`src/rtl/clk_mon.sv`:
```
// Frequency monitor: counts synchronized MON_IN rising edges over a GATE_LEN-cycle window on BUS_CLK.
// Optional macro CLK_MON_CONT_EN adds the CONT port for back-to-back windows.
module clk_mon #(
  parameter int unsigned GATE_LEN  = 4000,
  parameter int unsigned CNT_WIDTH = 16,
  parameter int unsigned MIN_CNT   = 0,
  parameter int unsigned MAX_CNT   = 2**CNT_WIDTH-1
) (
  input  logic                 BUS_CLK,
  input  logic                 BUS_RST,
  input  logic                 MON_IN,
  input  logic                 LOCKED_IN,
  input  logic                 START,
`ifdef CLK_MON_CONT_EN
  input  logic                 CONT,
`endif
  output logic                 BUSY,
  output logic [CNT_WIDTH-1:0] COUNT,
  output logic                 VALID,
  output logic                 FREQ_OK,
  output logic                 ERR,
  output logic [7:0]           LOCK_LOSS_CNT
);

  typedef enum logic [1:0] {IDLE, GATE, DONE} state_t;

  localparam logic [15:0]          GATE_LAST = 16'(GATE_LEN - 1);
  localparam logic [CNT_WIDTH-1:0] MIN_C     = CNT_WIDTH'(MIN_CNT);
  localparam logic [CNT_WIDTH-1:0] MAX_C     = CNT_WIDTH'(MAX_CNT);

  state_t               state, state_nxt;
  logic [2:0]           mon_sync, lock_sync;
  logic                 mon_rise, lock_fall;
  logic [15:0]          gate_cnt;
  logic [CNT_WIDTH-1:0] edge_cnt;
  logic [CNT_WIDTH:0]   lo_diff, hi_diff;
  logic                 in_range, gate_start, start_ok, cont_go;

  // Bits [1:0] are the synchronizer, bit [2] is the edge-detect history flop.
  assign mon_rise  = mon_sync[1] & ~mon_sync[2];
  assign lock_fall = ~lock_sync[1] & lock_sync[2];

`ifdef CLK_MON_CONT_EN
  assign cont_go = CONT;
`else
  assign cont_go = 1'b0;
`endif

  // Range test via borrow bits keeps the bounds check free of constant comparisons.
  assign lo_diff  = {1'b0, edge_cnt} - {1'b0, MIN_C};
  assign hi_diff  = {1'b0, MAX_C} - {1'b0, edge_cnt};
  assign in_range = ~lo_diff[CNT_WIDTH] & ~hi_diff[CNT_WIDTH];

  assign start_ok = (state == IDLE) && START;
  assign BUSY     = (state == GATE);

  // NOTE: every signal written in always_comb gets a default first, otherwise a latch is inferred.
  always_comb begin
    state_nxt  = state;
    gate_start = 1'b0;
    case (state)
      IDLE: if (START) begin
        state_nxt  = GATE;
        gate_start = 1'b1;
      end
      GATE: begin
        if (lock_fall)      state_nxt = IDLE;
        else if (gate_cnt == GATE_LAST) state_nxt = DONE;
      end
      DONE: begin
        if (cont_go) begin
          state_nxt  = GATE;
          gate_start = 1'b1;
        end else begin
          state_nxt  = IDLE;
        end
      end
      default: state_nxt = IDLE;
    endcase
  end

  // NOTE: sequential state uses non-blocking assignments so all flops update from pre-edge values.
  always_ff @(posedge BUS_CLK or posedge BUS_RST) begin
    if (BUS_RST) begin
      state         <= IDLE;
      mon_sync      <= '0;
      lock_sync     <= '0;
      gate_cnt      <= '0;
      edge_cnt      <= '0;
      COUNT         <= '0;
      VALID         <= 1'b0;
      FREQ_OK       <= 1'b0;
      ERR           <= 1'b0;
      LOCK_LOSS_CNT <= '0;
    end else begin
      state     <= state_nxt;
      mon_sync  <= {mon_sync[1:0], MON_IN};
      lock_sync <= {lock_sync[1:0], LOCKED_IN};

      if (gate_start) begin
        gate_cnt <= '0;
        edge_cnt <= '0;
      end else if (state == GATE) begin
        gate_cnt <= gate_cnt + 16'd1;
        if (mon_rise && (edge_cnt != '1)) edge_cnt <= edge_cnt + CNT_WIDTH'(1);
      end

      // Results latch only on a completed window; an aborted window never reaches DONE.
      VALID <= (state == DONE);
      if (state == DONE) begin
        COUNT   <= edge_cnt;
        FREQ_OK <= in_range;
      end

      if ((state == GATE) && lock_fall) ERR <= 1'b1;
      else if (start_ok)                ERR <= 1'b0;

      if (lock_fall && (LOCK_LOSS_CNT != 8'hFF)) LOCK_LOSS_CNT <= LOCK_LOSS_CNT + 8'd1;
    end
  end

endmodule

```
`config.mk`:
```
export PLATFORM = sky130hd
export DESIGN_NAME = clk_mon
export DESIGN_NICKNAME = d
export VERILOG_FILES = /design/src/rtl/clk_mon.sv
export SDC_FILE = /design/constraint.sdc
export NUM_CORES = 1
export LEC_CHECK = 0
export BUFFER_PORTS_ARGS = -buffer_cell sky130_fd_sc_hd__buf_2
export CAP_MARGIN = 30
export CORE_ASPECT_RATIO = 0.75
export CORE_UTILIZATION = 45
export DETAILED_ROUTE_END_ITERATION = 6
export PLACE_DENSITY_LB_ADDON = 0.08
export SLEW_MARGIN = 20
export SYNTH_ARGS = -nofsm -noshare
export SYNTH_HDL_FRONTEND = slang
export SYNTH_SLANG_ARGS = --single-unit
```
`constraint.sdc`:
```
create_clock -name BUS_CLK -period 3.6 [get_ports BUS_CLK]
set_clock_uncertainty 0.15 [all_clocks]
set_input_delay 1.08 -clock BUS_CLK [delete_from_list [all_inputs] [get_ports BUS_CLK]]
set_output_delay 1.08 -clock BUS_CLK [all_outputs]
set_load 0.01 [all_outputs]
```
## After elaboration in Yosys (flattened, before gate mapping)

Index checks and enable logic that the tools add are counted.

| cells by class | value |
|---|---|
| add/sub/neg operators | 4 |
| multipliers | 0 |
| div/mod/pow operators | 0 |
| magnitude comparators | 0 |
| equality and inequality tests | 7 |
| shift operators | 0 |
| multiplexer cells | 13 |
| bitwise operators | 5 |
| reductions and logical operators | 10 |

Operator list:

| kind | count |
|---|---|
| 16-bit 2-to-1 mux | 5 |
| 16-bit by 1-bit adder with 16-bit output (second input constant) | 2 |
| 16-bit by 16-bit subtractor with 17-bit output (first input constant) | 1 |
| 16-bit by 12-bit equality test with 1-bit output (second input constant) | 1 |
| 16-bit != test (second input constant) | 1 |
| 8-bit by 1-bit adder with 8-bit output (second input constant) | 1 |
| 8-bit != test (second input constant) | 1 |
| 2-bit 2-to-1 mux | 3 |
| 2-bit nonzero test | 3 |
| 1-bit logical AND | 4 |
| 1-bit 2-to-1 mux | 4 |
| 2-bit case mux with 2 select lines | 1 |
| 2-bit AND reduction | 2 |
| 3-bit by 1-bit != test with 1-bit output (second input constant) | 1 |
| 1-bit NOT | 3 |
| 1-bit AND | 2 |
| 2-bit by 1-bit equality test with 1-bit output (second input constant) | 1 |
| 2-bit equality test (second input constant) | 1 |
| 2-bit logical NOT | 1 |
| 2-bit != test (second input constant) | 1 |

| word-level totals | value |
|---|---|
| flip-flop bits (word level) | 67 |
| bits in latches | 0 |
| RAM bits | 0 |
| bits in read-only memories | 0 |
| input bits | 5 |
| output and inout bits | 28 |
| logic and storage cells | 49 |
| memories kept | 0 |

## Longest topological paths before layout

Gate-level depths: netlist (run 1).

| logic depth | value |
|---|---|
| depth in word-level cells | 6 |
| gate-level depth with buffers | 6 |
| depth with buffers taken out | 5 |

## Worst setup path before layout (run 1)

No wires, ideal clock.

| path | value |
|---|---|
| path kind | reg-to-output |
| start point | register state[0] |
| end point | output port BUSY |
| data arrival time | 1,006 ps |
| data required time | 2,370 ps |
| slack | 1,364 ps |
| stages on the path, launching flop included | 4 |
| path buffers | 1 |
| cells stage by stage | dfrtp_1 > nand2b_1 > clkbuf_1 > clkinv_1 |

| on the way | value |
|---|---|
| longest elaborated chain between the ends | 1 |

Ends and longest elaborated chain:

| what | RTL line | source |
|---|---|---|
| start, declared | 31 | `state_t state, state_nxt;` |
| start signal, assigned | 96 | `state <= state_nxt;` |
| 2-bit by 1-bit equality test with 1-bit output | 55 | `assign BUSY = (state == GATE);` |
| end, declared | 17 | `output logic BUSY,` |

Every way passes these cells.

## Worst setup path in the final report (run 1)

| path | value |
|---|---|
| start point | register state[1] |
| end point | output port BUSY |

The elaborated chain is that of the path after synthesis.

==> results of run 1 <==
cells by family after synthesis:
| logic type | after synthesis | share of synthesized area [%] |
|---|---|---|
| compound gates | 49 | 10.0 |
| xor+xnor | 6 | 1.73 |
| fa+ha+maj | 3 | 1.24 |
| buf+inv | 17 | 2.18 |
| flops | 67 | 55.2 |
| mux | 27 | 9.65 |
| simple gates | 103 | 20.0 |
final timing paths:
| check | startpoint | endpoint | slack [ns] | depth (start not counted) |
|---|---|---|---|---|
| min in group asynchronous | BUS_RST | LOCK_LOSS_CNT[5] | 0.67 | 2 |
| max in group asynchronous | BUS_RST | edge_cnt[3] | 2.00 | 3 |
| worst max-delay path | state[1] | BUSY | 0.74 | 3 |
| worst min-delay path | lock_sync[0] | lock_sync[1] | 0.20 | 0 |
| worst max register to register | edge_cnt[0] | edge_cnt[14] | 1.63 | 5 |
| worst min register to register | lock_sync[0] | lock_sync[1] | 0.20 | 0 |
synthesized netlist by cell type (4+ instances only):
library cell	n
dfrtp_1	67
nand3_1	13
xnor2_1	4
o21ai_0	13
nor4_1	6
o211ai_1	9
mux2i_1	9
a21oi_1	13
or3_1	5
nor2_1	5
clkbuf_1	8
nand2b_1	4
or4_1	4
mux2_2	18
o31ai_1	9
and3_1	5
nand2_1	28
nand4_1	11
inv_1	6
worst max-delay path: cells and delay by family, from the launching register on:
kind	cells	cell delay, ns
flops	1	0.41
simple gates	1	0.31
buf+inv	2	0.57
registers in the layout (all words and copies together) (netlist names):
register and cells:
LOCK_LOSS_CNT 8, ERR 1, FREQ_OK 1, COUNT 16, state 2, lock_sync 3
edge_cnt 16, gate_cnt 16, VALID 1, mon_sync 3
per-stage QoR:
step / hold slack, ns / setup slack, ns / total power, mW / cells / utilization (%)
floorplan: 0.181 / 0.687 / 1.06 / 272 / -
global placement: 0.182 / 1.17 / 1.14 / 378 / 51.3
detailed placement: 0.191 / 1.10 / 1.15 / 378 / 51.3
CTS: 0.208 / 0.734 / 1.79 / 393 / 54.5
global route: 0.211 / 0.604 / 1.87 / 393 / 54.5
finish: 0.203 / 0.743 / 1.77 / 393 / 54.5
report_power, final:
group,internal (mW),total (mW),switching (mW)
Combinational,0.103,0.244,0.141
Sequential,0.818,0.891,0.0729
Clock,0.352,0.633,0.281
Total,1.27,1.77,0.494
cells in the final DEF, fill, tap and decap left out, types with 6 or more instances in the layout:
cell type and n:
nor4_1 6, o31ai_1 9, o211ai_1 9, mux2i_1 9, clkbuf_8 11, a21oi_1 13
dfrtp_1 67, nand4_1 11, nand2_1 28, buf_2 32, mux2_2 18, nand3_1 13
o21ai_0 13
routing by layer:
metal	global-route usage (%)	vias to the layer above	share of wire (%)
li1	-	1081	-
met1	27.3	1041	54
met2	25.3	44	41
met3	7.09	5	4.5
met4	4.98	0	0.80
met5	0	-	0
cell type report:
class | count | area [um^2] | share of cell area [%]
inverter | 7 | 26.3 | 0.752
multi-input combinational | 188 | 1290 | 37.0
clock inverter | 4 | 50.0 | 1.43
sequential | 67 | 1680 | 48.0
clock buffer | 11 | 151 | 4.33
tap | 81 | 101 | 2.90
timing repair buffer | 35 | 195 | 5.59
==> key figures, run 1 <==
Outcome
  – Status: completed

Power
  – Peak VDD IR: 0.229 mV
  – Pwr dens: 506 nW/um^2
  – Cell leakage power: 1.61 nW

STA
  – Setup TNS: 0 ns
  – Slew Limit Fails: 0
  – RSZ-0062 raised after global routing: no
  – Final setup violation count: 0
  – Max-slew headroom: 46.4%
  – Achievable clock frequency: 350 MHz
  – Hold violation count in the final report: 0
  – Min cycle time layout: 2.86 ns
  – Slew @ Worst Pin: 0.803 ns
  – Final Cycle Share: 79.4%

Cells and area
  – Fill cells: 561
  – Ant diodes: 0
  – Post-route cell area: 3490 um^2
  – Layout cell share with drive strength beyond 1: 24.4%
  – Syn-to-layout area delta: 15.1%
  – Layout Nets: 316

Yosys
  – Cell Area, Synth: 3040 um^2
  – Synth Warn #: 0
  – Post-Syn Nets: 280
  – Synth cell types: 42
  – Yosys top cell by area: dfrtp_1
  – Post-Syn Instances: 272
  – Avg Cell Area, Syn: 11.2 um^2
  – Register bit total from synthesis: 67
  – Ys flop type: dfrtp_1
  – Post-synth ARST share: 100%
  – EDFF count, synth: 0
  – Top cell type's share of synthesized area: 55.2%
  – Register area share after synthesis: 55.2%
  – Top post-synthesis cells by area: dfrtp_1 55%, mux2_2 6.7%, nand2_1 3.5%

Global routing
  – Total grt overflow: 0
  – Vias in the first global route: 1979
  – Overall global routing resource usage: 18.5%
  – First-pass GRT wire length: 10.1 mm
  – Pin count of the biggest net entering global routing: 39
  – Initial antenna violation count: 0

Job
  – Max-Cap Viols: 0

Worst setup path
  – WS Path Type: reg -> out
  – Crit path launch type: flop
  – CP max-delay cell: dfrtp_1
  – Largest stage delay on the critical path: 0.41 ns
  – Critical path capture point type: primary output
  – CP required: 2.37 ns
  – Arrival @ worst endpoint: 1.63 ns
  – Crit-path cells: nand2b_1, clkinv_1, buf_2
  – Crit Path Max Fanout: 10

Placed design
  – Placer Congestion: 0.755
  – Cell Area, Placed: 3290 um^2
  – IO Port Bufs: 32
  – Detailed placement HPWL: 3.85 mm

Clock network
  – Clock root buffer: clkbuf_8
  – H-tree Lvls: 3
  – CTS sink cnt: 67
  – Setup bufs post-CTS: 0
  – Post-CTS Resized: 0
  – Clk_lat worst skew: 0.35 ns
  – Clock tree buffer depth: 2
  – CTS Hold Bufs: 0
  – Worst-path clk slew: 0.07 ns
  – CTS buffer count: 9
  – CTS tree: built

Floorplanning
  – Num rows: 25
  – Die H: 73.1 um
  – Core Region: 6410 um^2
  – Die Wd: 96.8 um
  – Initial core utilization: 47.3%
  – # IOs: 33
  – Die area: 7080 um^2

Routing
  – Post-route ant nets: 0
  – Drt wl/cell: 14.7 um
  – Iteration-0 DRC Markers: 122
  – DRC viols: 0
  – Vias per cell: 5.52
  – Drt pass-1 iters: 4
  – Via Count: 2171
  – Detailed Route WL: 5.76 mm

Hold path
  – Hold Path Class: reg -> reg
(Power assumes the default switching activity.)
==> run 2: changes to the inputs <==
clock period = 2.4 ns   (was 3.6 ns; I/O delays follow)
==> run 2 against run 1 <==
Design area about the same. Clock power up 28%. Cell count increased by 0.76%. Via count rose by 1.7%. Critical path type unchanged. Utilization is essentially flat. Largest cell class unchanged. First-iteration DRC count shrank 5.7%. Non-clock buffer count up 4. Setup slack lost 0.56 ns. Sequential power up 50%. Sequential share of layout area about the same. Hold slack improved by 0.0018 ns. Flip-flop and latch count stayed put.
==> key figures, run 2 (synthesis gave the netlist of run 1 again) <==
Clock network
  – Setup bufs post-CTS: 0
  – H-tree Lvls: 3
  – Worst-path clk slew: 0.07 ns
  – CTS Hold Bufs: 0
  – CTS tree: built
  – CTS sink cnt: 67
  – Clk_lat worst skew: 0.33 ns
  – Clock tree buffer depth: 2
  – CTS buffer count: 9
  – Clock root buffer: clkbuf_8
  – Post-CTS Resized: 0

Worst setup path
  – Worst Setup SP: state[1]
  – WS Path Type: reg -> out
  – CP required: 1.53 ns
  – Crit-path cells: nand2b_1, clkinv_1, buf_2
  – Reg2reg setup slack: 0.39 ns
  – Critical path capture point type: primary output
  – Crit path launch type: flop
  – RR Startpoint: edge_cnt[0]
  – Largest stage delay on the critical path: 0.42 ns
  – Arrival @ worst endpoint: 1.35 ns
  – CP max-delay cell: dfrtp_1
  – Crit Path Max Fanout: 8

Placed design
  – IO Port Bufs: 32
  – DP Cell Count: 382
  – Detailed placement HPWL: 3.95 mm
  – Placer Congestion: 0.781
  – Place WS: 0.440 ns

STA
  – Setup TNS: 0 ns
  – Final Cycle Share: 92.5%
  – RSZ-0062 raised after global routing: no
  – Max-slew headroom: 55.8%
  – Setup ws final: 0.181 ns
  – Slew Limit Fails: 0
  – Final setup violation count: 0
  – Hold WS: 0.205 ns
  – Hold violation count in the final report: 0
  – Slew @ Worst Pin: 0.657 ns
  – Achievable clock frequency: 451 MHz
  – Min cycle time layout: 2.22 ns

Global routing
  – Initial antenna violation count: 0
  – Overall global routing resource usage: 18.2%
  – Total grt overflow: 0
  – First-pass GRT wire length: 10.0 mm
  – Vias in the first global route: 2158
  – Pin count of the biggest net entering global routing: 39

Power
  – Cell leakage power: 1.62 nW
  – Peak VDD IR: 0.323 mV
  – Pwr dens: 721 nW/um^2

Cells and area
  – Layout cell share with drive strength beyond 1: 25.1%
  – Top Registers: COUNT: 16 flops, edge_cnt: 16 flops, gate_cnt: 16 flops
  – Layout Nets: 320
  – Post-Layout Cell Count: 396
  – Syn-to-layout area delta: 15.0%
  – Commonest non-fill, non-tap cell in the layout: dfrtp_1
  – Ant diodes: 0
  – Commonest cells after routing, fill and taps aside: 67 x dfrtp_1, 32 x buf_2, 28 x nand2_1, 18 x mux2_2
  – Fill cells: 572

Routing
  – DRC viols: 0
  – Iteration-0 DRC Markers: 115
  – Via Count: 2208
  – Vias per cell: 5.58
  – Drt wl/cell: 14.3 um
  – Detailed Route WL: 5.67 mm
  – Drt pass-1 iters: 4
  – Post-route ant nets: 0

Job
  – Max-Cap Viols: 0

Floorplanning
  – Initial core utilization: 47.3%
  – Num rows: 25
  – Die H: 73.1 um
  – Die area: 7080 um^2
  – # IOs: 33
  – Core Region: 6410 um^2
  – Die Wd: 96.8 um

Outcome
  – Status: completed

Hold path
  – Hold Path Class: reg -> reg
  – Launch point of the worst hold path: lock_sync[0]
[run 2: per-layer routing]
layer / global-route usage, % / vias up / part of all wire [%]
li1: - / 1086 / -
met1: 25.0 / 1075 / 53
met2: 27.1 / 42 / 43
met3: 5.27 / 5 / 3.9
met4: 8.13 / 0 / 0.63
met5: 0 / - / 0
[run 2: metrics by stage]
stage / total power, mW / util [%] / instance area, um^2
6_report: 2.52 / 54.5 / 3490
2_1_floorplan: 1.59 / - / 3040
5_1_grt: 2.67 / 54.5 / 3490
3_3_place_gp: 1.72 / 51.9 / 3330
4_1_cts: 2.55 / 54.5 / 3490
3_5_place_dp: 1.73 / 51.9 / 3330
[run 2: final timing paths]
path / endpoint / cells after the start
min reg2reg: lock_sync[1] / 0
max in group asynchronous: gate_cnt[15] / 3
max: BUSY / 3
min in group asynchronous: LOCK_LOSS_CNT[5] / 2
max reg2reg: edge_cnt[14] / 5
min: lock_sync[1] / 0
[run 2: cell type report]
type | count | area, um^2 | share of cell area (%)
tap | 81 | 101 | 2.90
sequential | 67 | 1680 | 48.0
clock inverter | 3 | 15.0 | 0.430
timing repair buffer | 39 | 225 | 6.45
inverter | 7 | 30.0 | 0.860
clock buffer | 11 | 151 | 4.34
multi-input combinational | 188 | 1290 | 37.0
[run 2: where the power goes]
| group | internal (mW) | switching (mW) | total [mW] |
|---|---|---|---|
| Clock | 0.414 | 0.397 | 0.811 |
| Sequential | 1.23 | 0.109 | 1.34 |
| Combinational | 0.164 | 0.205 | 0.369 |
| Total | 1.81 | 0.710 | 2.52 |
[run 2: critical path: cells and delay by family, from the launching register on]
family        cells  cell delay (ns)
flops             1             0.42
simple gates      1             0.32
buf+inv           2             0.28
==> run 3: changes to the inputs <==
CORE_ASPECT_RATIO = 1.4   (was 0.75)
CORE_UTILIZATION = 48   (was 45)
PLACE_DENSITY = 0.69   (was unset)
PLACE_DENSITY_LB_ADDON = unset   (was 0.08)
==> run 3 against run 2 <==
Utilization up 4.9 points. Maximum frequency down 1.5%. Via count up 3.5%. Design area up 1.8%. Flip-flop and latch count unchanged. Combinational power up 3%. Critical path depth unchanged. Sequential share of layout area down 0.86 points. Critical path type unchanged. Critical endpoint unchanged. Largest cell class unchanged. Largest power group unchanged.
==> key figures, run 3 (synthesis gave the netlist of run 1 again) <==
Outcome
  – Status: completed

Worst setup path
  – Arrival @ worst endpoint: 1.38 ns
  – Critical path capture point type: primary output
  – CP max-delay cell: dfrtp_1
  – Crit Path Max Fanout: 8
  – WS Path Type: reg -> out
  – Crit path to: BUSY
  – Reg2reg path depth: 5
  – Largest stage delay on the critical path: 0.45 ns
  – CP required: 1.53 ns
  – Worst r2r dst: edge_cnt[14]
  – Crit path launch type: flop
  – Crit-path cells: nand2b_1, clkinv_1, buf_2
  – RR Startpoint: edge_cnt[0]
  – Reg2reg setup slack: 0.42 ns
  – Worst Setup SP: state[0]

Global routing
  – Vias in the first global route: 2227
  – Overall global routing resource usage: 20.0%
  – Total grt overflow: 0
  – Initial antenna violation count: 0
  – First-pass GRT wire length: 10.3 mm
  – Pin count of the biggest net entering global routing: 36

Routing
  – Drt wl/cell: 15.0 um
  – Vias per cell: 5.91
  – Post-route ant nets: 0
  – Drt pass-1 iters: 4
  – Detailed Route WL: 5.80 mm
  – Iteration-0 DRC Markers: 217
  – DRC viols: 0
  – Via Count: 2286

Power
  – Peak VDD IR: 0.476 mV
  – Cell leakage power: 1.65 nW
  – Pwr dens: 773 nW/um^2

STA
  – Achievable clock frequency: 444 MHz
  – Final Cycle Share: 93.9%
  – Setup TNS: 0 ns
  – Setup ws final: 0.147 ns
  – Final setup violation count: 0
  – Slew @ Worst Pin: 0.734 ns
  – Slew Limit Fails: 0
  – Max-slew headroom: 50.6%
  – RSZ-0062 raised after global routing: no
  – Hold violation count in the final report: 0
  – Min cycle time layout: 2.25 ns

Cells and area
  – Commonest non-fill, non-tap cell in the layout: dfrtp_1
  – Layout cell share with drive strength beyond 1: 24.9%
  – Ant diodes: 0
  – Commonest cells after routing, fill and taps aside: 67 x dfrtp_1, 32 x buf_2, 28 x nand2_1, 18 x mux2_2
  – Top Registers: COUNT: 16 flops, edge_cnt: 16 flops, gate_cnt: 16 flops
  – Core Util, Final: 59.4%
  – Syn-to-layout area delta: 17.1%
  – Layout Nets: 320
  – Fill cells: 516

Job
  – Max-Cap Viols: 0

Placed design
  – Place WS: 0.456 ns
  – IO Port Bufs: 32
  – Placer Congestion: 0.801
  – Detailed placement HPWL: 4.12 mm

Floorplanning
  – Initial core utilization: 50.7%
  – Die Wd: 69.2 um
  – Core Region: 5990 um^2
  – Die area: 6650 um^2
  – Num rows: 33
  – Die H: 96.1 um
  – # IOs: 33

Clock network
  – CTS tree: built
  – CTS sink cnt: 67
  – Clock root buffer: clkbuf_8
  – Setup bufs post-CTS: 0
  – H-tree Lvls: 3
  – Post-CTS Resized: 0
  – Clock tree buffer depth: 2
  – CTS buffer count: 9
  – Clk_lat worst skew: 0.34 ns
  – CTS Hold Bufs: 0
  – Worst-path clk slew: 0.07 ns

Hold path
  – Hold Path Class: reg -> reg
## run 3: power breakdown
part / internal (mW) / switching [mW] / total, mW
registers: 1.23 / 0.108 / 1.34
logic: 0.170 / 0.209 / 0.379
clock network: 0.614 / 0.420 / 1.03
total: 2.01 / 0.737 / 2.75
## run 3: per-layer routing
metal	up-vias	GRT usage (%)	wire, um
li1	1094	-	-
met5	-	0	0
met4	0	8.84	80
met3	7	5.97	150
met2	34	33.9	3080
met1	1151	23.8	2480
## run 3: stage by stage
step | std cells | power [mW] | hold WS, ns | cell area [um^2]
finish | 387 | 2.75 | 0.198 | 3560
floorplan | 272 | 1.59 | 0.181 | 3040
global placement | 371 | 1.73 | 0.187 | 3340
global route | 387 | 2.90 | 0.216 | 3560
detailed placement | 371 | 1.74 | 0.186 | 3340
CTS | 387 | 2.78 | 0.198 | 3560
## run 3: worst min path at each step
stage | end | slack, ns | from | cells after the start
2_1_floorplan | lock_sync[1] | 0.18 | lock_sync[0] | 0
3_3_place_gp | mon_sync[1] | 0.19 | mon_sync[0] | 0
3_5_place_dp | mon_sync[1] | 0.19 | mon_sync[0] | 0
4_1_cts | COUNT[8] | 0.20 | BUS_RST | 2
5_1_grt | mon_sync[0] | 0.22 | BUS_RST | 2
6_report | mon_sync[1] | 0.20 | mon_sync[0] | 0
## run 3: layout make-up
type                            count  area (um^2)  share of cell area, %
Multi-Input combinational cell    188         1290                   36.3
Clock buffer                       12          145                   4.08
Inverter                            7         30.0                  0.844
Sequential cell                    67         1680                   47.1
Timing Repair Buffer               39          250                   7.04
Clock inverter                      4         73.8                   2.08
Tap cell                           70         87.6                   2.46
## run 3: critical path, delay by kind of cell, from the launching register on
family / cells / cell delay, ns
buffers and inverters: 2 / 0.30
and+or+nand+nor: 1 / 0.29
DFF: 1 / 0.45
